File: src/rtl/sha3_state_emit.sv
// sha3_state_emit
//   Captures a full 5x5 Keccak state (five 5-lane row buses) in one accepted
//   cycle and replays its first LANES_OUT lanes as a 64-bit valid/ready stream,
//   one lane per accepted beat, in linear lane order (k -> row k/5, col k%5).
//
// Ports
//   clk                     clock, rising edge
//   rst                     synchronous reset, active low
//   isa..ise [4:0][63:0]    state rows a..e, sampled only on accept
//   igood                   upstream state valid
//   iready                  block can take a state this cycle (combinational
//                           from dready; forced 0 while rst is low)
//   odata [63:0]            current lane (registered)
//   ovalid                  odata valid (registered)
//   olast                   odata is lane LANES_OUT-1 (registered)
//   dready                  downstream takes the beat

// One buffered lane: loads on capture, cleared on reset.
module sha3_emit_lane (
  input  logic        clk,
  input  logic        rst,
  input  logic        ld,
  input  logic [63:0] din,
  output logic [63:0] q
);
  always_ff @(posedge clk) begin
    if (!rst)    q <= '0;
    else if (ld) q <= din;
  end
endmodule

module sha3_state_emit #(
  parameter int LANES_OUT = 4
) (
  input  logic             clk,
  input  logic             rst,
  input  logic [4:0][63:0] isa,
  input  logic [4:0][63:0] isb,
  input  logic [4:0][63:0] isc,
  input  logic [4:0][63:0] isd,
  input  logic [4:0][63:0] ise,
  input  logic             igood,
  output logic             iready,
  output logic [63:0]      odata,
  output logic             ovalid,
  output logic             olast,
  input  logic             dready
);

  if (LANES_OUT < 1 || LANES_OUT > 25) begin : g_bad_param
    $error("sha3_state_emit: LANES_OUT must be 1..25");
  end

  localparam logic [4:0] LAST = 5'(LANES_OUT - 1);

  typedef enum logic {S_IDLE, S_EMIT} state_t;

  state_t           state;
  logic [4:0]       idx;
  logic [4:0]       idx_nxt;
  logic             acc;
  logic             hs;
  logic [24:0][63:0] lanes_in;
  // 32 entries so the 5-bit index selects directly; entries at or above
  // LANES_OUT are constant zero and never stored.
  logic [31:0][63:0] lbuf;

  // Row a lands in lanes 0..4, row e in 20..24.
  assign lanes_in = {ise, isd, isc, isb, isa};

  assign iready  = rst && ((state == S_IDLE) || (state == S_EMIT && olast && dready));
  assign acc     = igood && iready;
  assign hs      = ovalid && dready;
  assign idx_nxt = idx + 5'd1;

  for (genvar k = 0; k < 32; k++) begin : g_lane
    if (k < LANES_OUT) begin : g_store
      sha3_emit_lane u_lane (
        .clk (clk),
        .rst (rst),
        .ld  (acc),
        .din (lanes_in[k]),
        .q   (lbuf[k])
      );
    end else begin : g_zero
      assign lbuf[k] = '0;
    end
  end

  // odata is loaded one step ahead from the buffer (or straight from the
  // input on capture) so it stays a pure register output.
  always_ff @(posedge clk) begin
    if (!rst) begin
      state  <= S_IDLE;
      idx    <= '0;
      ovalid <= 1'b0;
      olast  <= 1'b0;
      odata  <= '0;
    end else if (acc) begin
      // Covers both IDLE capture and reload on the final beat.
      state  <= S_EMIT;
      idx    <= '0;
      ovalid <= 1'b1;
      olast  <= (LANES_OUT == 1);
      odata  <= lanes_in[0];
    end else if (hs) begin
      if (!olast) begin
        idx   <= idx_nxt;
        odata <= lbuf[idx_nxt];
        olast <= (idx_nxt == LAST);
      end else begin
        state  <= S_IDLE;
        idx    <= '0;
        ovalid <= 1'b0;
        olast  <= 1'b0;
      end
    end
  end

endmodule

File: config.mk
export PLATFORM = sky130hd
export DESIGN_NAME = sha3_state_emit
export DESIGN_NICKNAME = d
export VERILOG_FILES = /design/src/rtl/sha3_state_emit.sv
export SDC_FILE = /design/constraint.sdc
export NUM_CORES = 1
export LEC_CHECK = 0
export CAP_MARGIN = 15
export CELL_PAD_IN_SITES_DETAIL_PLACEMENT = 1
export CELL_PAD_IN_SITES_GLOBAL_PLACEMENT = 2
export CORE_AREA = 2 2 657 659
export DETAILED_ROUTE_END_ITERATION = 8
export DIE_AREA = 0 0 659 661
export PLACE_DENSITY = 0.41
export SETUP_SLACK_MARGIN = 0.4
export SKIP_LAST_GASP = 1
export SYNTH_ARGS = -nofsm -noshare
export SYNTH_HDL_FRONTEND = slang
export SYNTH_SLANG_ARGS = --single-unit
export TNS_END_PERCENT = 30
File: constraint.sdc
create_clock -name clk -period 8.8 [get_ports clk]
set_clock_uncertainty 0.2 [all_clocks]
set_input_delay 0.88 -clock clk [delete_from_list [all_inputs] [get_ports clk]]
set_output_delay 0.88 -clock clk [all_outputs]
set_load 0.05 [all_outputs]
==> results of run 1 <==
-- kinds of logic after synthesis --
logic type,Yosys count,share of synthesized area [%]
adder cells (fa/ha/maj),2,0.190
flip-flops,327,49.8
AND/OR/NAND/NOR,613,18.8
multiplexers,64,11.0
buffers and inverters,148,5.35
AO/OA/AOI/OAI,354,14.9
-- routing by layer --
metal	vias up	routed length [um]	GRT usage (%)
met1	5913	38200	4.87
met3	131	4350	0.902
met4	2	4450	2.06
li1	5780	-	-
met2	280	47800	7.60
met5	-	17	0
-- cell type report --
cell class | instances | area (um^2)
clock buffers | 67 | 1380
multi-input cells | 1033 | 5950
flip-flops and latches | 327 | 6550
well taps | 5710 | 7140
inverters | 18 | 70.1
fillers | 51000 | 404000
clock inverters | 22 | 277
diodes | 15 | 37.5
repair buffers | 346 | 3400
-- sequential cells by signal (all words and copies together) (netlist names) --
register                 count
state                        1
idx                          5
g_lane.g_store.u_lane.q    256
odata                       64
olast                        1
-- worst paths after layout --
kind	start	end	slack (ns)	cells after the start
min reg2reg	g_lane[1].g_store.u_lane.q[49]	g_lane[1].g_store.u_lane.q[49]	0.25	2
min	g_lane[1].g_store.u_lane.q[49]	g_lane[1].g_store.u_lane.q[49]	0.25	2
max reg2reg	idx[0]	odata[3]	5.17	6
max	dready	iready	5.01	4
-- worst max-delay path, stage by stage --
cell	delay (ns)
clkdlybuf4s50_1	0.56
a21bo_2	0.26
and2_1	0.15
clkdlybuf4s50_1	0.85
-- stage by stage --
step	util [%]	std cells	total power, uW
2_1_floorplan	-	1508	1990
6_report	5.78	7538	4430
5_1_grt	5.78	7534	4690
3_3_place_gp	5.39	7434	2400
3_5_place_dp	5.39	7434	2400
4_1_cts	5.78	7523	4600
-- power by group through the flow --
stage	clock network (uW)	logic, uW	registers (uW)
5_1_grt	2280	736	1670
3_3_place_gp	0	710	1690
2_1_floorplan	0	231	1760
4_1_cts	2230	713	1660
6_report	2090	681	1660
3_5_place_dp	0	709	1690
-- layout by cell type (no fill, tap or decap), types with 2 or more instances in the layout --
cell type / instances
o22ai_1: 64
inv_6: 5
nand2b_1: 3
a21oi_1: 8
dfxtp_1: 326
bufinv_16: 4
a22oi_1: 15
o21ai_1: 28
clkinvlp_4: 3
clkdlybuf4s50_1: 304
nand2_1: 488
clkbuf_1: 9
a21oi_2: 2
and2_1: 3
clkinv_2: 8
clkbuf_16: 49
diode_2: 15
nor4_1: 51
inv_1: 17
mux4_2: 64
nand3_1: 4
nor2_1: 55
clkbuf_8: 9
buf_4: 38
o21ai_0: 216
buf_12: 3
a22o_1: 15
==> impl_metrics.ini, run 1 <==
[drt]
first_iter_violations = 501
via_per_inst = 1.61
post_drt_wl_per_cell_um = 12.6
dr.pass1.iters = 5
wirelength_um = 94900
vias = 12100
drc = 0
final_antenna_net_count = 0

[clock_tree]
htreeDepth = 2
cts_hold_buf = 0
post_cts_buffers = 0
clockBufferDepth = 3
post_cts_resize_count = 0
cts_tree = done
cts-root-buf = clkbuf_16
cts_buffers = 49
clock_latency_ns = 0.68
path_clk_slew_ns = 0.05
cts_sinks = 327

[yosys]
syn_avg_cell_area_um2 = 8.72
synth_top_area_cell = dfxtp_1
synth_area_um2 = 13200
synth_top_cell_area_share_pct = 49.8
synth_edf_count = 0
yosys_warnings = 0
synthTopCellsByArea = dfxtp_1 50%, nand2_1 14%, mux4_2 11%, o21ai_0 8.2%, o22ai_1 3.0%
ys_types = 34
seq_area_frac_synth_pct = 49.8
syn-num-nets = 3114
async_flop_share_pct = 0
synth-seq-cells = 327
ys.flop_type = dfxtp_1
synth_cells = 1508
yosysMostFrequentCell = nand2_1
ys_top_cells_by_count = 489 x nand2_1, 327 x dfxtp_1, 216 x o21ai_0

[floorplanning]
boundaryPins = 1671
die_h_um = 661
dieArea_um2 = 436000
num_rows = 241
core_um2 = 429000
initial_utilization_pct = 3.06
die-width_um = 659

[sta]
hold_viol = 0
setup_ws_ns = 5.01
max_slew_margin_pct = 2.71
hold_ws_ns = 0.250
period_share_pct = 43.0
min_period_ns = 3.79
fmax_ghz = 0.264
rsz0062_at_grt = no
worstMarginPinSlew_ns = 1.45
setup_viol_count_final = 0
setup-tns-final_ns = 0
final_max_slew_viol_count = 0

[power]
vdd_drop_max_mv = 0.131
power.density_nw_per_um2 = 179
p_int_uw = 3070
p_seq_share_pct = 37.4
power_frac_comb_pct = 15.4
netSwitchingFraction_pct = 30.6
power_leakage_uw = 0.00664
clkPwrFrac_pct = 47.2
power_switching_uw = 1360

[critical_path]
cp_data_arrival_time_ns = 2.71
crit_required_ns = 7.72
start_kind = input port
cp-end-kind = primary output
path_class = input port to primary output
critPathMaxFanout = 6

[outcome]
status = finished clean

[layout]
fin_nets = 3381
stdcell_area_um2 = 24800
drive_gt1_share_pct = 10.9
syn_to_final_growth_pct = 88.7

[placement]
pre_cts_ws_ns = 4.71
portBuffers = 326
hpwlAfterDp_um = 73100
placement.cell_area_um2 = 23100
gp_congestion = 0.656

[global_routing]
overflow = 0
antenna_found_initial = 44
grt_pass1_vias = 13000
grt_max_degree = 158
grt_pass1_wl_um = 123000
grt.total_usage_pct = 4.29

[job]
drv_cap = 0

[min_path]
hold_class = register to register
(Power assumes the default switching activity.)
==> run 2: changes to the inputs <==
- clock period: 8.8 -> 3.9 ns (I/O delays scaled with it)
==> impl_metrics.ini, run 2 (synthesis gave the netlist of run 1 again) <==
[job]
drv_cap = 0

[critical_path]
worstSetupStartpoint = olast
cp_data_arrival_time_ns = 2.53
reg2reg_to = g_lane[1].g_store.u_lane.q[41]
rrSetupSlack_ns = 0.99
crit_path_end = iready
start_kind = register
critPathMaxFanout = 11
r2r_start = olast
cp-end-kind = primary output
worst-r2r-cell-count = 6
crit_required_ns = 3.31
path_class = register to primary output

[floorplanning]
die_h_um = 661
boundaryPins = 1671
num_rows = 241
die-width_um = 659
dieArea_um2 = 436000
initial_utilization_pct = 3.06
core_um2 = 429000

[layout]
largest_register_ffs = 256
drive_gt1_share_pct = 10.9
regMostFlops = g_lane.g_store.u_lane.q
largestRegisters = g_lane.g_store.u_lane.q (256), odata (64), idx (5)
final_common_cell = nand2_1
syn_to_final_growth_pct = 95.7
fin_nets = 3471
mostFrequentLayoutCells = 488 x nand2_1, 326 x dfxtp_1, 303 x clkdlybuf4s50_1

[global_routing]
gr-usage-met1_pct = 4.77
grt_pass1_vias = 13300
grt_pass1_wl_um = 123000
overflow = 0
grt_use_met3_pct = 0.936
antenna_found_initial = 42
grt.total_usage_pct = 4.24
grt_max_degree = 150
met2_usage_pct = 7.74
top_usage_layer = met2

[placement]
gp_congestion = 0.661
hpwlAfterDp_um = 74500
portBuffers = 326

[clock_tree]
clock_latency_ns = 0.69
cts_buffers = 49
path_clk_slew_ns = 0.06
cts_hold_buf = 70
post_cts_resize_count = 0
post_cts_buffers = 0
clockBufferDepth = 3
cts-root-buf = clkbuf_16
htreeDepth = 2
cts_tree = done
cts_sinks = 327

[power]
p_total_uw = 10100
power.density_nw_per_um2 = 392
vdd_drop_max_mv = 0.331
power_leakage_uw = 0.00706

[sta]
min_period_ns = 3.12
max_slew_margin_pct = 6.88
rsz0062_at_grt = no
hold_viol = 0
period_share_pct = 79.9
fmax_ghz = 0.321
setup-tns-final_ns = 0
worstMarginPinSlew_ns = 1.39
setup_viol_count_final = 0
final_max_slew_viol_count = 0

[drt]
vias = 12500
post_drt_wl_per_cell_um = 12.4
via_per_inst = 1.63
first_iter_violations = 542
drc = 0
dr.pass1.iters = 5
wirelength_um = 94300
final_antenna_net_count = 0

[outcome]
status = finished clean

[min_path]
hold_class = input port to register
==> run 2: critical path, cell delays in order, from the launching register on <==
cell,delay (ns)
dfxtp_1,0.56
a21bo_2,0.28
and2_1,0.15
clkdlybuf4s50_1,0.84
==> run 2: layout make-up <==
type | count | area (um^2)
well taps | 5710 | 7140
fillers | 50900 | 403000
clock inverters | 17 | 299
diodes | 6 | 15.0
multi-input cells | 1033 | 5940
clock buffers | 72 | 1370
flip-flops and latches | 327 | 6550
inverters | 18 | 70.1
repair buffers | 436 | 4340
==> run 2: report_power, final <==
part	leakage (uW)	total [uW]	switching [uW]	internal, uW
Clock	0.000805	4720	1930	2790
Combinational	0.00356	1630	982	649
Sequential	0.00270	3730	145	3590
==> run 2: worst min path at each step <==
stage / start / to / slack [ns] / depth (start not counted)
6_report: isa[194] / g_lane[3].g_store.u_lane.q[2] / 0.08 / 3
5_1_grt: isa[165] / g_lane[2].g_store.u_lane.q[37] / 0.05 / 3
4_1_cts: isa[98] / g_lane[1].g_store.u_lane.q[34] / 0.0006 / 3
3_5_place_dp: g_lane[1].g_store.u_lane.q[49] / g_lane[1].g_store.u_lane.q[49] / 0.24 / 2
3_3_place_gp: g_lane[1].g_store.u_lane.q[57] / g_lane[1].g_store.u_lane.q[57] / 0.24 / 2
2_1_floorplan: g_lane[1].g_store.u_lane.q[23] / g_lane[1].g_store.u_lane.q[23] / 0.23 / 2
==> run 2: per-layer routing <==
metal,vias up,part of all wire [%]
met2,300,52
met4,2,3.6
li1,5936,-
met3,133,4.6
met1,6086,40
met5,-,0.0074
==> run 2: through the flow <==
stage | hold slack, ns | utilization [%] | cell area (um^2) | setup WS (ns) | instances
2_1_floorplan | 0.225 | - | 13200 | 1.07 | 1508
4_1_cts | 0.000558 | 5.99 | 25700 | 0.613 | 7613
3_3_place_gp | 0.241 | 5.44 | 23300 | 0.695 | 7454
3_5_place_dp | 0.241 | 5.44 | 23300 | 0.692 | 7454
6_report | 0.0843 | 6.00 | 25700 | 0.783 | 7619
5_1_grt | 0.0462 | 6.00 | 25700 | 0.575 | 7615
==> run 3: changes to the inputs <==
- CORE_AREA: 2 2 657 659 -> 2 2 658 660
- DIE_AREA: 0 0 659 661 -> 0 0 660 662
- PLACE_DENSITY: 0.41 -> 0.42
- clock period: 3.9 -> 2.51 ns (I/O delays scaled with it)
==> impl_metrics.ini, run 3 (synthesis gave the netlist of run 1 again) <==
[critical_path]
path_class = register to primary output
crit_family = buffers and inverters
r2r_start = idx[0]
path_cells = clkdlybuf4s50_1
cp_data_arrival_time_ns = 1.83
rrSetupSlack_ns = 0.29
worst-r2r-cell-count = 6
start_kind = register
critical_path_buf_inv_count = 1
crit_required_ns = 2.06
crit_slowest_cell = clkdlybuf4s50_1
cp-end-kind = primary output
critPathMaxFanout = 2
reg2reg_to = odata[26]
critPathMaxStageDelay_ns = 0.81
cp_num_cells = 1

[placement]
hpwlAfterDp_um = 76700
gp_congestion = 0.667
placement.cell_area_um2 = 23800
place_inst = 7473
portBuffers = 326

[power]
power.density_nw_per_um2 = 559
p_seq_share_pct = 36.8
vdd_drop_max_mv = 0.466
p_total_uw = 15800
power_switching_uw = 4920
netSwitchingFraction_pct = 31.2
clkPwrFrac_pct = 45.1
power_leakage_uw = 0.00819
power_frac_comb_pct = 18.1
p_int_uw = 10800

[sta]
worstMarginPinSlew_ns = 1.04
fmax_ghz = 0.439
setup-tns-final_ns = 0
hold_viol = 0
period_share_pct = 90.7
setup_viol_count_final = 0
final_max_slew_viol_count = 0
max_slew_margin_pct = 30.3
rsz0062_at_grt = yes
min_period_ns = 2.28

[drt]
final_antenna_net_count = 0
via_per_inst = 1.70
wirelength_um = 98900
post_drt_wl_per_cell_um = 12.6
first_iter_violations = 615
vias = 13300
dr.pass1.iters = 4
drc = 0

[floorplanning]
die-width_um = 660
num_rows = 241
core_um2 = 430000
boundaryPins = 1671
initial_utilization_pct = 3.06
dieArea_um2 = 437000
die_h_um = 662

[layout]
stdcell_area_um2 = 28200
regMostFlops = g_lane.g_store.u_lane.q
drive_gt1_share_pct = 14.9
final_util_pct = 6.56
stdcell_count = 7837
final_common_cell = nand2_1
mostFrequentLayoutCells = 488 x nand2_1, 323 x dfxtp_1, 260 x clkdlybuf4s50_1
largestRegisters = g_lane.g_store.u_lane.q (256), odata (64), idx (5)
largest_register_ffs = 256
fin_nets = 3686
syn_to_final_growth_pct = 114

[job]
drv_cap = 0

[clock_tree]
clock_latency_ns = 0.71
cts_buffers = 50
cts_tree = done
cts-root-buf = clkbuf_16
cts_sinks = 327
path_clk_slew_ns = 0.06
htreeDepth = 2
clockBufferDepth = 3

[min_path]
worstHoldPathCells = 3
min_to = g_lane[2].g_store.u_lane.q[37]
hold_start = isa[165]
hold_class = input port to register

[global_routing]
grt.total_usage_pct = 4.44
antenna_found_initial = 45
grt_pass1_wl_um = 130000
grt_max_degree = 74
overflow = 0
grt_pass1_vias = 14400

[outcome]
status = finished clean
## run 3: cell count changes in the layout (fill, tap and decap cells not counted), sizes merged
cell / delta
buf: +54
bufinv: -5
clkbuf: -1
clkdlybuf4s15: +24
clkdlybuf4s50: -43
clkinv: +6
diode: +2
dlygate4sd2: +2
dlygate4sd3: +174
dlymetal6s2s: +1
inv: +4
## run 3: layer usage
metal  wire length (um)  vias up  global-route usage (%)
li1                   -     6400                       -
met5                 43        -                       0
met2              49900      272                    7.86
met3               3650      148                   0.807
met1              40600     6492                    5.11
met4               4750        6                    2.14
## run 3: area by class of cell
cell class	instances	area (um^2)
Multi-Input combinational cell	1033	6010
Inverter	18	70.1
Sequential cell	327	6560
Timing Repair Buffer	650	6750
Clock inverter	22	191
Clock buffer	69	1420
Fill cell	51000	402000
Tap cell	5710	7140
Antenna cell	8	20.0
## run 3: worst max-delay path by stage
| stage | start | slack, ns | end |
|---|---|---|---|
| final | odata[14] | 0.23 | odata[14] |
| after floorplan | idx[0] | 0.27 | odata[31] |
| after CTS | odata[14] | 0.13 | odata[14] |
| after detailed placement | dready | -0.11 | odata[27] |
| after global placement | dready | -0.08 | odata[30] |
| after global routing | odata[12] | 0.14 | odata[12] |
## run 3: metrics by stage
step                      hold slack [ns]  setup WS [ns]
final                              0.0662          0.233
after global routing               0.0415          0.143
after CTS                         0.00329          0.127
after detailed placement            0.247         -0.110
after global placement              0.242        -0.0768
after floorplan                     0.160          0.268
## run 3: timing repair
action | in CTS | in global routing
endpoints found under the setup margin | 93 | 73
buffers inserted | 3 | 15
hold buffers | 245 | 0
gates resized for setup | 75 | 23
pin swaps | 0 | 8
cloned | 0 | 2
hold endpoints to repair | 259 | 0
## run 3: power by group through the flow
stage / registers (uW) / logic, uW / clock network (uW)
after floorplan: 6160 / 829 / 0
after global placement: 5900 / 2560 / 0
after detailed placement: 5910 / 2560 / 0
after CTS: 5800 / 2950 / 7590
after global routing: 5840 / 3100 / 7740
final: 5800 / 2850 / 7110
